**src/rtl/pll_seq_pkg.sv**
```systemverilog
// Shared definitions for the PLL lock / reset sequencer: state encoding,
// simulation-scale cycle constants and the counter-width helper.
package pll_seq_pkg;

    typedef enum logic [2:0] {
        PLLRST    = 3'd0,
        WAIT_LOCK = 3'd1,
        STABLE    = 3'd2,
        INIT      = 3'd3,
        RUN       = 3'd4
    } seq_state_t;

    // Short timings so a simulation walks the whole sequence in a few hundred cycles.
    localparam int SIM_LOCK_STABLE_CYCLES  = 8;
    localparam int SIM_LOCK_TIMEOUT_CYCLES = 32;
    localparam int SIM_PLL_RST_CYCLES      = 4;
    localparam int SIM_INIT_TIMEOUT_CYCLES = 64;

    function automatic longint max_cycles(input longint a, input longint b,
                                          input longint c, input longint d);
        longint m;
        m = a;
        if (b > m) m = b;
        if (c > m) m = c;
        if (d > m) m = d;
        return m;
    endfunction

endpackage

```
**src/rtl/sync_2ff.sv**
```systemverilog
// Single-bit two-flop synchronizer with asynchronous active-low reset.
module sync_2ff (
    input  logic clk,
    input  logic rst_n,
    input  logic d,
    output logic q
);

    logic meta;

    always_ff @(posedge clk or negedge rst_n) begin
        if (!rst_n) begin
            meta <= 1'b0;
            q    <= 1'b0;
        end else begin
            meta <= d;
            q    <= meta;
        end
    end

endmodule

```
**src/rtl/pll_lock_sequencer.sv**
```systemverilog
// Power-up and lock-loss reset sequencer: pulses the rPLL reset, qualifies LOCK,
// then releases the PSRAM controller and finally the system logic.
module pll_lock_sequencer
    import pll_seq_pkg::*;
#(
    parameter int LOCK_STABLE_CYCLES  = 2700,
    parameter int LOCK_TIMEOUT_CYCLES = 27000,
    parameter int PLL_RST_CYCLES      = 16,
    parameter int INIT_TIMEOUT_CYCLES = 270000,
    parameter int CNT_W               = 20
) (
    input  logic       clkin,
    input  logic       rst_n,
    input  logic       pll_lock,
    input  logic       psram_calib,
    output logic       pll_reset,
    output logic       psram_rst_n,
    output logic       sys_rst_n,
    output logic       ready,
    output logic [7:0] relock_count,
    output logic [2:0] state
);

    if (max_cycles(LOCK_STABLE_CYCLES, LOCK_TIMEOUT_CYCLES, PLL_RST_CYCLES,
                   INIT_TIMEOUT_CYCLES) > (longint'(1) << CNT_W)) begin : g_cnt_w_check
        $error("CNT_W too narrow for the largest cycle parameter");
    end

    // Transitions fire on the last cycle of each interval, so compare against N-1.
    localparam logic [CNT_W-1:0] PLL_RST_LAST      = CNT_W'(PLL_RST_CYCLES - 1);
    localparam logic [CNT_W-1:0] LOCK_TIMEOUT_LAST = CNT_W'(LOCK_TIMEOUT_CYCLES - 1);
    localparam logic [CNT_W-1:0] LOCK_STABLE_LAST  = CNT_W'(LOCK_STABLE_CYCLES - 1);
    localparam logic [CNT_W-1:0] INIT_TIMEOUT_LAST = CNT_W'(INIT_TIMEOUT_CYCLES - 1);

    seq_state_t       state_q;
    seq_state_t       state_next;
    logic [CNT_W-1:0] cnt;
    logic             lock_s;
    logic             calib_s;
    logic             pll_reset_next;
    logic             psram_rst_n_next;
    logic             sys_rst_n_next;
    logic             ready_next;

    sync_2ff u_sync_lock (
        .clk   (clkin),
        .rst_n (rst_n),
        .d     (pll_lock),
        .q     (lock_s)
    );

    sync_2ff u_sync_calib (
        .clk   (clkin),
        .rst_n (rst_n),
        .d     (psram_calib),
        .q     (calib_s)
    );

    always_ff @(posedge clkin or negedge rst_n) begin
        if (!rst_n) begin
            state_q      <= PLLRST;
            cnt          <= '0;
            pll_reset    <= 1'b1;
            psram_rst_n  <= 1'b0;
            sys_rst_n    <= 1'b0;
            ready        <= 1'b0;
            relock_count <= 8'd0;
        end else begin
            state_q     <= state_next;
            cnt         <= (state_next != state_q) ? '0 : cnt + 1'b1;
            pll_reset   <= pll_reset_next;
            psram_rst_n <= psram_rst_n_next;
            sys_rst_n   <= sys_rst_n_next;
            ready       <= ready_next;
            if (state_q == RUN && state_next == PLLRST && relock_count != 8'hFF) begin
                relock_count <= relock_count + 8'd1;
            end
        end
    end

    // Lock loss is tested first everywhere, then completion, then timeout.
    always_comb begin
        state_next = state_q;
        case (state_q)
            PLLRST: begin
                if (cnt == PLL_RST_LAST) state_next = WAIT_LOCK;
            end
            WAIT_LOCK: begin
                if (lock_s)                          state_next = STABLE;
                else if (cnt == LOCK_TIMEOUT_LAST)   state_next = PLLRST;
            end
            STABLE: begin
                if (!lock_s)                         state_next = WAIT_LOCK;
                else if (cnt == LOCK_STABLE_LAST)    state_next = INIT;
            end
            INIT: begin
                if (!lock_s)                         state_next = PLLRST;
                else if (calib_s)                    state_next = RUN;
                else if (cnt == INIT_TIMEOUT_LAST)   state_next = PLLRST;
            end
            RUN: begin
                if (!lock_s)                         state_next = PLLRST;
            end
            default: state_next = PLLRST;
        endcase
    end

    // Decoded from the next state so every reset output moves on the entering edge.
    always_comb begin
        pll_reset_next   = 1'b0;
        psram_rst_n_next = 1'b0;
        sys_rst_n_next   = 1'b0;
        ready_next       = 1'b0;
        case (state_next)
            PLLRST: pll_reset_next = 1'b1;
            INIT:   psram_rst_n_next = 1'b1;
            RUN: begin
                psram_rst_n_next = 1'b1;
                sys_rst_n_next   = 1'b1;
                ready_next       = 1'b1;
            end
            default: ;
        endcase
    end

    assign state = state_q;

endmodule

```
**config.mk**
```make
export PLATFORM = sky130hd
export DESIGN_NAME = pll_lock_sequencer
export DESIGN_NICKNAME = d
export VERILOG_FILES = /design/src/rtl/pll_seq_pkg.sv /design/src/rtl/sync_2ff.sv /design/src/rtl/pll_lock_sequencer.sv
export SDC_FILE = /design/constraint.sdc
export NUM_CORES = 1
export LEC_CHECK = 0
export BUFFER_PORTS_ARGS = -buffer_cell sky130_fd_sc_hd__buf_4
export CORE_ASPECT_RATIO = 1.5
export CORE_UTILIZATION = 62
export CTS_CLUSTER_SIZE = 14
export DETAILED_ROUTE_END_ITERATION = 10
export GPL_TIMING_DRIVEN = 0
export PLACE_DENSITY = 0.86
export SYNTH_ARGS = -nofsm -noshare
export SYNTH_HDL_FRONTEND = slang
export SYNTH_HIERARCHICAL = 1
export SYNTH_SLANG_ARGS = --single-unit
```
**constraint.sdc**
```tcl
create_clock -name clkin -period 4.2 [get_ports clkin]
set_clock_uncertainty 0.2 [all_clocks]
set_input_delay 0 -clock clkin [delete_from_list [all_inputs] [get_ports clkin]]
set_output_delay 0 -clock clkin [all_outputs]
set_load 0.05 [all_outputs]
```
==> impl_metrics.tcl, run 1 <==
set metrics [dict create \
    regArea_um2 952 \
    synth_mux_area_share_pct 0.590 \
    ant_nets 0 \
    avgSynthCellArea_um2 10.5 \
    viasPerCell 6.05 \
    outcome "complete, but fails checks" \
    required_ns 4.18 \
    synth.distinct_cells 46 \
    critPathMaxStageDelay_ns 0.45 \
    failed_checks "negative hold slack" \
    drv_cap 0 \
    worst_pin_slew_ns 0.795 \
    totalWireLength_um 4090 \
    ys_warn_count 6 \
    min_path_type "input pin to async pin" \
    cts.sinks 38 \
    pwr_density_cell_nw_per_um2 458 \
    drive_above_1_share_pct 21.4 \
    crit_arrival_ns 2.68 \
    clk-insertion-delay-late_ns 0.29 \
    drc 0 \
    fp.dieH_um 70.0 \
    slowest_stage "or4b_1" \
    setup_tns_ns 0 \
    mostFrequentLayoutCell "dfrtp_1" \
    cp-startpoint "cnt[0]" \
    p_leak_nw 0.978 \
    drtIter0Drc 78 \
    fillCellCount 206 \
    r2r-start "cnt[0]" \
    core_area_um2 2910 \
    place_area_um2 2090 \
    track_usage_pct 29.6 \
    crit_path_max_fanout 10 \
    multiInputGateArea_um2 928 \
    peakVddDrop_mv 0.296 \
    syn-num-nets 187 \
    grt_pass1_wl_um 6930 \
    synth_async_sr_flop_share_pct 100 \
    rsz0062_at_grt "no" \
    cts_root_buf "clkbuf_8" \
    nets 215 \
    synthFlopType "dfrtp_1" \
    ys_seq_elements 38 \
    io_buffers 18 \
    yosys.area_share.simple_pct 28.6 \
    clk_path_buf_depth 2 \
    die_x_um 47.3 \
    cts_tree "built" \
    cp_top_family "simple AND/OR/NAND/NOR gates" \
    htree_levels 2 \
    synth_compound_area_share_pct 6.68 \
    max_freq_ghz 0.370 \
    grt_max_degree 39 \
    dieArea_um2 3310 \
    top_register "cnt" \
    pin_count 19 \
    fin_crit_ns 2.70 \
    slew_violations 0 \
    postCtsResizedCells 0 \
    antenna_found_initial 0 \
    place_ws_ns 1.56 \
    diodes 0 \
    synthXorXnorAreaFrac_pct 11.5 \
    end_kind "flop" \
    layout_common_cells "dfrtp_1 (37), nor2_1 (28), buf_4 (19)" \
    synth_seq_area_share_pct 49.9 \
    startpoint_type "flop" \
    setup-violations-final 0 \
    num_vias 1506 \
    wl_per_cell_um 16.4 \
    synth_top_family_by_area "simple AND/OR/NAND/NOR gates" \
    post-dp-hpwl_um 2830 \
    syn_to_final_growth_pct 16.2 \
    grt.overflow.total 0 \
    dr.pass1.iters 4 \
    largest_reg_flops 20 \
    worstSetupPathType "flop to flop" \
    rows 24 \
    cp_num_buf_inv 1 \
    holdWs_ns -0.00582 \
    fin_area_um2 2220 \
    fin_crit_sh_pct 64.4 \
    netlist_area_um2 1910 \
    hold_viol 3 \
    setup_ws_ns 1.50 \
    fin_util_pct 76.2 \
    gp_congestion 0.885 \
    slew_headroom_pct 46.5 \
    grt_pass1_vias 1616 \
    numCtsBuffers 5 \
    cts.clk_slew.worst_paths_ns 0.07 \
    synth_fa_ha_area_share_pct 1.31 \
    start_util_pct 65.5 \
    synth_edf_count 0 \
    crit_path_cell_trace "ha_1, or4b_1, nor3b_1, o2111ai_1, a311oi_2, buf_2, nor2_1" \
    netlist_instances 181 \
]
[power breakdown]
group          switching, mW  internal, mW  total, mW
logic                  0.199         0.106      0.305
clock network          0.129         0.132      0.260
registers             0.0468         0.404      0.450
[repair_timing]
action / CTS / global route
setup buffers: 0 / 0
hold endpoints to repair: 40 / 0
hold buffers: 3 / 0
[logic make-up (layout without fill, tap and decap cells)]
| logic type | Yosys count | count (layout) |
|---|---|---|
| XOR/XNOR | 25 | 25 |
| AO/OA/AOI/OAI | 14 | 14 |
| AND/OR/NAND/NOR | 95 | 95 |
| adder cells (fa/ha/maj) | 2 | 2 |
| flip-flops | 38 | 38 |
| buffers and inverters | 6 | 35 |
| multiplexers | 1 | 1 |
[routing by layer]
metal | vias to the layer above | global-route usage, % | share of wire (%)
met5 | - | 0 | 0
met4 | 0 | 14.0 | 2.6
met3 | 14 | 8.27 | 5.7
met2 | 76 | 49.0 | 55
met1 | 724 | 32.8 | 37
li1 | 692 | - | -
[synth_stat cells, types with 2 or more instances]
library cell | count | area (µm²)
buf_2 | 2 | 10.0
nor4_1 | 2 | 12.5
nor3b_1 | 2 | 15.0
and3_1 | 5 | 31.3
dfrtp_1 | 37 | 926
ha_1 | 2 | 25.0
a21o_1 | 2 | 15.0
nor3_2 | 2 | 20.0
nand4b_1 | 2 | 17.5
nor2_1 | 28 | 105
nor2b_1 | 5 | 31.3
a21oi_1 | 2 | 10.0
nand2b_1 | 2 | 12.5
inv_1 | 2 | 7.51
nand4_1 | 6 | 37.5
xor2_1 | 10 | 87.6
nor3_1 | 8 | 40.0
nand3_1 | 8 | 40.0
xnor2_1 | 15 | 131
nand2_1 | 13 | 48.8
[final timing paths]
| check | end | slack (ns) | depth (start not counted) |
|---|---|---|---|
| worst max register to register | cnt[14] | 1.50 | 7 |
| worst min-delay path | psram_rst_n | -0.006 | 2 |
| worst max-delay path | cnt[14] | 1.50 | 7 |
| min in group clkin | u_sync_lock/q | 0.15 | 0 |
| worst min register to register | u_sync_lock/q | 0.15 | 0 |
| max in group asynchronous | state[0] | 3.46 | 2 |
[per-stage QoR]
step	std cells	power, mW
5_1_grt	249	1.07
6_report	249	1.02
3_5_place_dp	238	0.754
2_1_floorplan	181	0.662
3_3_place_gp	238	0.738
4_1_cts	249	1.02
[worst reg2reg max path, delay by kind of cell (launching register included)]
| kind | cells | cell delay (ns) |
|---|---|---|
| adders and majority gates | 1 | 0.28 |
| DFF | 1 | 0.41 |
| and+or+nand+nor | 3 | 0.78 |
| buffers and inverters | 1 | 0.30 |
| AOI/OAI and AO/OA | 2 | 0.63 |
[final cells by class]
cell class              instances  area share (%)
flip-flops and latches         38            42.9
multi-input cells             137            41.8
repair buffers                 21            7.44
clock buffers                   6            3.72
well taps                      39            2.20
plain buffers                   4           0.959
clock inverters                 2           0.564
inverters                       2           0.338
Note: power is estimated with default switching activity, not from simulation.
==> run 2, diff against run 1 <==
- CORE_UTILIZATION: 62 -> 52
- PLACE_DENSITY: 0.86 -> 0.77
- clock period: 4.2 -> 2.31 ns (I/O delays scaled with it)
==> run 2 against run 1 <==
Compared with the run above: the run ends with negative hold slack, negative setup slack left; via count up 1.1%; global-route usage down 4.7 points; combinational power up 120%; fmax up 13%; clock power up 75%; count of clock-buffer cells in the layout down 1; power up 93%; critical path depth down 2; setup slack worse by 1.6 ns; sequential power up 81%; first-iteration DRC count down 26%; critical endpoint is now psram_rst_n; largest power group unchanged.
==> impl_metrics.tcl, run 2 (synthesis gave the netlist of run 1 again) <==
set metrics [dict create \
    antenna_found_initial 0 \
    largest_reg_flops 20 \
    place_ws_ns -0.284 \
    fin_crit_sh_pct 103 \
    io_buffers 18 \
    clk-insertion-delay-late_ns 0.30 \
    drive_above_1_share_pct 33.2 \
    setup_ws_ns -0.0766 \
    crit_path_cell_trace "or4_4, nor3_4, a31oi_4, or4b_4, a21o_1" \
    slowest_stage "or4_4" \
    pwr_density_cell_nw_per_um2 811 \
    fin_area_um2 2410 \
    top_register "cnt" \
    pin_count 19 \
    gp_congestion 0.844 \
    die_x_um 51.5 \
    end_kind "flop" \
    rows 26 \
    drv_cap 0 \
    peakVddDrop_mv 0.650 \
    required_ns 2.29 \
    holdWs_ns -0.00676 \
    wl_per_cell_um 16.3 \
    grt.overflow.total 0 \
    critPathMaxStageDelay_ns 0.56 \
    placed_cells 241 \
    core_area_um2 3450 \
    htree_levels 2 \
    ant_nets 0 \
    crit_arrival_ns 2.37 \
    p_total_mw 1.96 \
    cts_root_buf "clkbuf_8" \
    rr_worst_depth 5 \
    cts.sinks 38 \
    worstSetupPathType "flop to flop" \
    failed_checks "negative hold slack, negative setup slack" \
    r2r_slack_ns -0.08 \
    slew_headroom_pct 63.3 \
    startpoint_type "flop" \
    cts.clk_slew.worst_paths_ns 0.08 \
    stdcell_count 268 \
    drtIter0Drc 58 \
    r2r-start "cnt[13]" \
    crit_path_max_fanout 4 \
    slew_violations 0 \
    fp.dieH_um 76.2 \
    rsz0062_at_grt "yes" \
    numCtsBuffers 5 \
    place_area_um2 2100 \
    clk_path_buf_depth 2 \
    reg2reg_to "psram_rst_n" \
    min_path_type "input pin to async pin" \
    track_usage_pct 24.8 \
    grt_pass1_wl_um 7180 \
    worst_pin_slew_ns 0.546 \
    start_util_pct 55.4 \
    diodes 0 \
    grt_max_degree 39 \
    fillCellCount 263 \
    grt_pass1_vias 1553 \
    mostFrequentLayoutCell "buf_4" \
    cp_num_buf_inv 0 \
    num_vias 1523 \
    cts_tree "built" \
    dieArea_um2 3920 \
    drc 0 \
    p_leak_nw 1.04 \
    fin_crit_ns 2.39 \
    viasPerCell 5.68 \
    cp_top_family "simple AND/OR/NAND/NOR gates" \
    layout_common_cells "buf_4 (34), dfrtp_1 (33), nor2_1 (24)" \
    max_freq_ghz 0.419 \
    syn_to_final_growth_pct 26.4 \
    outcome "complete, but fails checks" \
    totalWireLength_um 4360 \
    setup-violations-final 9 \
    nets 231 \
    dr.pass1.iters 4 \
    hold_viol 9 \
    post-dp-hpwl_um 2780 \
]
-- run 2: final cells by class --
class | instances | area (µm²) | share of cell area (%)
inverter | 2 | 7.51 | 0.311
sequential | 38 | 957 | 39.7
buffer | 4 | 27.5 | 1.14
clock buffer | 5 | 68.8 | 2.85
clock inverter | 3 | 21.3 | 0.881
multi-input combinational | 137 | 996 | 41.3
timing repair buffer | 37 | 283 | 11.7
tap | 42 | 52.6 | 2.18
-- run 2: report_power, final --
group          internal (mW)  switching [mW]
logic                  0.285           0.401
clock network          0.212           0.245
registers              0.737          0.0788
-- run 2: metrics by stage --
step	util [%]	hold slack [ns]	setup TNS, ns
floorplan	-	-0.496	0
global placement	60.9	-0.222	-2.13
detailed placement	60.9	-0.207	-2.90
CTS	67.5	0.0104	-0.958
global route	70.0	0.0520	-1.42
finish	70.0	-0.00676	-0.335
-- run 2: metal layers --
layer,up-vias,track usage (%),routed length [µm]
met5,-,0,0
met1,752,29.1,1720
met3,13,5.39,130
met4,0,13.0,123
met2,36,41.2,2390
li1,722,-,-
-- run 2: worst max path at each step --
stage | to | start | slack, ns | cells past startpoint
after global routing | psram_rst_n | cnt[13] | -0.11 | 5
final | psram_rst_n | cnt[13] | -0.08 | 5
after global placement | cnt[9] | cnt[0] | -0.21 | 7
after CTS | psram_rst_n | cnt[13] | -0.09 | 5
after detailed placement | cnt[9] | cnt[0] | -0.28 | 7
after floorplan | cnt[11] | state[0] | 0.04 | 6
-- run 2: worst register-to-register path: stages, from the launching register on --
cell and delay [ns]:
dfrtp_1 0.40, or4_4 0.56, nor3_4 0.23, a31oi_4 0.16, or4b_4 0.54, a21o_1 0.19
-- run 2: what timing repair did --
| item | in CTS | in global routing |
|---|---|---|
| hold buffers | 3 | 0 |
| endpoints found under the hold margin | 40 | 0 |
| setup endpoints to repair | 18 | 23 |
| resized for setup | 11 | 8 |
| gates cloned | 1 | 0 |
| pin swaps | 10 | 15 |
| buffers inserted | 8 | 7 |
